### src/rtl/button_debounce_pulse.sv
// Push-button front end: pin polarity fix, 2-flop synchronizer, stability-counter debounce.
// Emits one-cycle push / release_pulse strobes and a clean level, DEBOUNCE_CYCLES+3 edges after a clean change.
module button_debounce_pulse #(
   parameter int DEBOUNCE_CYCLES = 2000000,
   parameter bit ACTIVE_LOW      = 1'b0
) (
   input  logic clk,
   input  logic rst_n,
   input  logic btn_raw,
   output logic push,
   output logic release_pulse,
   output logic btn_level
);

   localparam int            CW       = $clog2(DEBOUNCE_CYCLES + 1);
   localparam logic [CW-1:0] CNT_LAST = CW'(DEBOUNCE_CYCLES - 1);

   typedef enum logic [1:0] {
      IDLE         = 2'd0,
      PRESS_WAIT   = 2'd1,
      PRESSED      = 2'd2,
      RELEASE_WAIT = 2'd3
   } state_t;

   logic          btn_in;
   logic          sync_q1;
   logic          btn_s;
   state_t        state;
   state_t        state_nxt;
   logic [CW-1:0] cnt;
   logic [CW-1:0] cnt_nxt;
   logic          push_nxt;
   logic          release_nxt;
   logic          level_nxt;

   // Polarity is corrected before the synchronizer so both flops reset to the idle level.
   assign btn_in = btn_raw ^ ACTIVE_LOW;

   always_ff @(posedge clk or negedge rst_n) begin
      if (!rst_n) begin
         sync_q1 <= 1'b0;
         btn_s   <= 1'b0;
      end else begin
         sync_q1 <= btn_in;
         btn_s   <= sync_q1;
      end
   end

   always_ff @(posedge clk or negedge rst_n) begin
      if (!rst_n) begin
         state         <= IDLE;
         cnt           <= '0;
         push          <= 1'b0;
         release_pulse <= 1'b0;
         btn_level     <= 1'b0;
      end else begin
         state         <= state_nxt;
         cnt           <= cnt_nxt;
         push          <= push_nxt;
         release_pulse <= release_nxt;
         btn_level     <= level_nxt;
      end
   end

   // Counter restarts on every state change, so it can never pass CNT_LAST.
   always_comb begin
      state_nxt = state;
      cnt_nxt   = cnt;
      unique case (state)
         IDLE: begin
            if (btn_s) begin
               state_nxt = PRESS_WAIT;
               cnt_nxt   = '0;
            end
         end
         PRESS_WAIT: begin
            if (!btn_s) begin
               state_nxt = IDLE;
               cnt_nxt   = '0;
            end else if (cnt == CNT_LAST) begin
               state_nxt = PRESSED;
               cnt_nxt   = '0;
            end else begin
               cnt_nxt   = cnt + 1'b1;
            end
         end
         PRESSED: begin
            if (!btn_s) begin
               state_nxt = RELEASE_WAIT;
               cnt_nxt   = '0;
            end
         end
         RELEASE_WAIT: begin
            if (btn_s) begin
               state_nxt = PRESSED;
               cnt_nxt   = '0;
            end else if (cnt == CNT_LAST) begin
               state_nxt = IDLE;
               cnt_nxt   = '0;
            end else begin
               cnt_nxt   = cnt + 1'b1;
            end
         end
         default: begin
            state_nxt = IDLE;
            cnt_nxt   = '0;
         end
      endcase
   end

   always_comb begin
      push_nxt    = (state == PRESS_WAIT)   && (state_nxt == PRESSED);
      release_nxt = (state == RELEASE_WAIT) && (state_nxt == IDLE);
      level_nxt   = (state_nxt == PRESSED)  || (state_nxt == RELEASE_WAIT);
   end

endmodule

### config.mk
export PLATFORM = sky130hd
export DESIGN_NAME = button_debounce_pulse
export DESIGN_NICKNAME = d
export VERILOG_FILES = /design/src/rtl/button_debounce_pulse.sv
export SDC_FILE = /design/constraint.sdc
export NUM_CORES = 1
export LEC_CHECK = 0
export BUFFER_PORTS_ARGS = -buffer_cell sky130_fd_sc_hd__buf_2
export CAP_MARGIN = 20
export CORE_MARGIN = 4
export CORE_UTILIZATION = 55
export DETAILED_ROUTE_END_ITERATION = 8
export PLACE_DENSITY = 0.76
export RECOVER_POWER = 50
export SYNTH_ARGS = -nofsm -noshare
export SYNTH_HDL_FRONTEND = slang
export SYNTH_SLANG_ARGS = --single-unit
### constraint.sdc
create_clock -name clk -period 4.9 [get_ports clk]
set_input_delay 0.245 -clock clk [delete_from_list [all_inputs] [get_ports clk]]
set_output_delay 0.245 -clock clk [all_outputs]
set_load 0.03 [all_outputs]
# Yosys cells after proc, flatten, opt, wreduce, memory -nomap -nowiden

Index checks and enable logic that the tools add are counted.

Register bits after elaboration: 28
Input bits: 3
Output and inout bits: 3
Logic and storage cells: 35

Add/sub/neg operators: 1
Equality and inequality tests: 8
Mux-type cells: 13
Reductions and logical operators: 6

Operator list:

| cell                                                | count |
|---|---|
| two-way mux 21 bit                                  | 5 |
| one-hot mux 21 bit (4 select lines)                 | 1 |
| adder 21 x 1 -> 21 bit, second input constant       | 1 |
| equality test 21 bit, second input constant         | 1 |
| two-way mux 2 bit                                   | 6 |
| equality test 2 bit, second input constant          | 4 |
| one-hot mux 2 bit (4 select lines)                  | 1 |
| logical NOT 2 bit                                   | 2 |
| inequality test 2 bit, second input constant        | 2 |
| equality test 2 x 1 -> 1 bit, second input constant | 1 |
| logical AND 1 bit                                   | 2 |
| AND reduction 2 bit                                 | 1 |
| logical OR 1 bit                                    | 1 |

# Longest topological paths before layout

Depth in word-level cells: 6
Mapped depth: 7
Depth with buffers taken out: 6

# Least setup slack after synthesis

Ideal clock, no wire load.

Path type: reg2reg
Start: register cnt[9]
End: register cnt[0]
Setup time: 0.125 ns
Arrival: 1.809 ns
Required time: 4.775 ns
Slack: 2.966 ns
Stages on the path, launching flop included: 6
Path buffers: 1
Clock period less this slack: 1.934 ns
Cell sequence: dfrtp_1 -> or4b_1 -> nor4_4 -> a21oi_2 -> buf_6 -> mux2_2

Longest elaborated chain between the ends: 4
Elaborated cells between the ends (all ways): 5
Classes of those cells: 1 x eq/ne; 4 x mux

Ends and longest elaborated chain:

| element                               | line   | RTL |
|---|---|---|
| from (decl)                           | 30     | `logic [CW-1:0] cnt;` |
| from (signal assigned)                | 58     | `cnt <= cnt_nxt;` |
| equality test 21 bit *                | 80, 97 |  |
| two-way mux 21 bit *                  | 80, 97 |  |
| two-way mux 21 bit (on tied branches) | 94, 77 |  |
| one-hot mux 21 bit (4 select lines) * | 69     | `unique case (state)` |

Mark *: on every way between the ends. The rest lies on a longest branch, timed or not.
A chain may end at the register's enable or synchronous reset.

# Final worst setup path

Start: register cnt[0]
End: register cnt[16]

Longest elaborated chain between the ends: 4
Elaborated cells between the ends (all ways): 6
Classes of those cells: 1 x add/sub; 1 x eq/ne; 4 x mux

Ends and longest elaborated chain:

| element                                                        | line |
|---|---|
| adder 21 x 1 -> 21 bit or equality test 21 bit (tied branches) | -- |
| two-way mux 21 bit *                                           | 80, 97 |
| two-way mux 21 bit (on tied branches)                          | 94, 77 |
| one-hot mux 21 bit (4 select lines) *                          | 69 |

Marks and branches as above.

==> results.yml <==
worst_setup_path:
  worstPathCellList: "ha_1 > nand3_1 > nor3_1 > nand3_1 > a21o_1 > a22o_1"
  startpoint: "cnt[0]$_DFFE_PN0P_"
  required_ns: 5.13
  endpoint_kind: "flip-flop"
  path_class: "reg2reg"
  rrSetupSlack_ns: 2.61
  critPathArrivalTime_ns: 2.52
  crit_buf_inv: 0
  r2r_start: "cnt[0]$_DFFE_PN0P_"
  start_kind: "flip-flop"
  r2r_end: "cnt[16]$_DFFE_PN0P_"
  crit_family: "simple AND/OR/NAND/NOR gates"
  r2r_cells: 6
  path_common_cell: "nand3_1"
  cp_max_fo: 8
  cp_slowest_cell: "nor3_1"
  critPathMaxStageDelay_ns: 0.67
cts:
  root_buffer: "clkbuf_4"
  post_cts_buffers: 0
  numClockSinks: 28
  cts_resized: 0
  cts_max_path_buffers: 2
  clk_pin_slew_worst_paths_ns: 0.15
  insertion_delay_ns: 0.32
  cts_made_buffers: 3
  htree_levels: 1
  cts_tree: "built"
timing:
  rsz0062_at_grt: "no"
  drv_slew: 0
  worst_slew_pin_slew_ns: 1.46
  slew-limit-headroom_pct: 2.46
  clock_skew_ns: 0.00303
  hold_viol: 0
  max_freq_mhz: 437
  min_period_ns: 2.29
  fin_ws_ns: 2.61
  setup_viol: 0
  setup_tns_ns: 0
  fin_crit_sh_pct: 46.7
  hold_ws_ns: 0.373
cells_and_area:
  nNetsFinal: 154
  fin_util_pct: 61.5
  synthToLayoutAreaGrowth_pct: 7.50
  instances_no_fill: 179
  diodes: 0
  drive_gt1_share_pct: 9.40
yosys:
  synthFlopType: "dfrtp_1"
  async_flop_share_pct: 100
  synth-edff-count: 0
  synth_top_area_share_pct: 49.4
  yosysTopAreaCell: "dfrtp_1"
  netlist_instances: 143
  synth.distinct_cells: 39
  ys_warn_count: 0
  ys_seq_elements: 28
  synth_seq_area_share_pct: 49.4
  syn_area_um2: 1420
  syn_area_per_cell_um2: 9.91
  yosysMostFrequentCell: "dfrtp_1"
  synth.area.top_cells: "dfrtp_1 49%, a21oi_1 5.6%, nand3_1 4.6%"
  synth_commonest_cells: "28 x dfrtp_1, 16 x a21oi_1, 13 x nand3_1"
  synthesis.nets: 147
pwr:
  p_comb_share_pct: 6.6
  switchingPower_uw: 91.9
  seqPwrFrac_pct: 57.9
  clockPowerShare_pct: 35.5
  p_leak_uw: 0.000644
  p_sw_share_pct: 21.8
  p_per_area_nw_per_um2: 277
  p_int_uw: 329
  irDropWorstVdd_v: 0.000193
grt:
  antenna_found_initial: 0
  grt_max_degree: 29
  grt_pass1_wl_mm: 4.85
  grt_pass1_vias: 1112
  grt_usage_pct: 18.3
  grt-ovfl-total: 0
detailed_routing:
  drcViolationCount: 0
  detail-route-antenna-nets: 0
  num_vias: 1151
  dr.first_iter.drc_count: 34
  routed_wl_mm: 2.87
  routed_via_density: 6.43
  wl_per_cell_um: 16.0
  first_pass_iters: 4
placed_design:
  globalplace.congestion: 0.790
  dpl.cell_count: 173
  place_hpwl_mm: 1.95
  port_buffers: 5
  post-place-ws_ns: 2.61
die:
  row_count: 18
  die_h_um: 58.8
  die_w_um: 58.8
  die_area_um2: 3450
  start_util_pct: 57.2
  io_pins: 6
  core_um2: 2480
min_path:
  min_path_type: "reg2reg"
  min_to: "btn_s$_DFF_PN0_"
  worstHoldPathCells: 0
  min_from: "sync_q1$_DFF_PN0_"
job:
  drv_cap: 0
run_status:
  status: "completed"
==> final cells by class <==
class,count,area [um^2]
fillers,218,953
well taps,30,37.5
inverters,1,3.75
repair buffers,8,51.3
clock inverters,1,30.0
flip-flops and latches,28,701
multi-input cells,108,678
clock buffers,3,22.5
==> cells in the final DEF, fill, tap and decap left out, types with 2 or more instances in the layout <==
cell type and instances:
nand3_1 13, buf_2 4, a41oi_1 3, nand2b_1 2
dlygate4sd3_1 2, mux2i_1 4, a31oi_1 8, o21ai_0 2
clkbuf_4 3, nand4_1 6, nor2_1 7, and3_1 2
nor3_1 2, a21o_1 2, a21oi_1 16, a22o_1 3
nor3b_1 2, o21ai_1 5, and2_1 2, dfrtp_1 28
mux2_1 2, nand2_1 12
==> power groups by stage <==
stage	Sequential (uW)	Combinational, uW	Clock [uW]
finish	244	28.0	149
global route	245	32.1	165
CTS	244	27.8	153
detailed placement	248	27.2	0
global placement	248	26.0	0
floorplan	247	19.3	0
==> cells by family (layout without fill, tap and decap cells) <==
group / after synthesis / after routing / share of synthesized area, %
buffers and inverters: 7 / 13 / 2.74
adders and majority gates: 1 / 1 / 0.882
DFF: 28 / 28 / 49.4
muxes: 7 / 7 / 5.21
and+or+nand+nor: 57 / 57 / 22.9
AOI/OAI and AO/OA: 42 / 42 / 18.2
xor gates and xnor gates: 1 / 1 / 0.618
==> per-stage QoR <==
stage	cell area (um^2)	total power [uW]
global route	1520	443
floorplan	1420	266
detailed placement	1450	275
CTS	1520	425
finish	1520	421
global placement	1450	274
==> state kept, by name, summed over array words and instances, names as in the netlist <==
register and count:
cnt 21, state 2, btn_level 1, btn_s 1, push 1, release_pulse 1, sync_q1 1
==> timing repair <==
| item | in CTS | in global routing |
|---|---|---|
| endpoints found under the hold margin | 28 | 1 |
| setup endpoints to repair | 0 | 0 |
| hold buffers | 1 | 1 |
==> metal layers <==
layer / track usage [%] / vias to the layer above / share of wire (%) / wire (um)
li1: - / 556 / - / -
met1: 26.3 / 578 / 48 / 1380
met2: 28.1 / 13 / 48 / 1380
met3: 1.97 / 4 / 2.0 / 57
met4: 7.44 / 0 / 1.5 / 44
met5: 0 / - / 0 / 0
==> worst max-delay path by stage <==
stage	end	slack, ns	cells past startpoint
after floorplan	cnt[0]$_DFFE_PN0P_	2.97	5
after global placement	cnt[11]$_DFFE_PN0P_	2.70	7
after detailed placement	cnt[16]$_DFFE_PN0P_	2.61	6
after CTS	cnt[16]$_DFFE_PN0P_	2.59	6
after global routing	cnt[3]$_DFFE_PN0P_	2.44	7
final	cnt[16]$_DFFE_PN0P_	2.61	6
(Power assumes the default switching activity.)
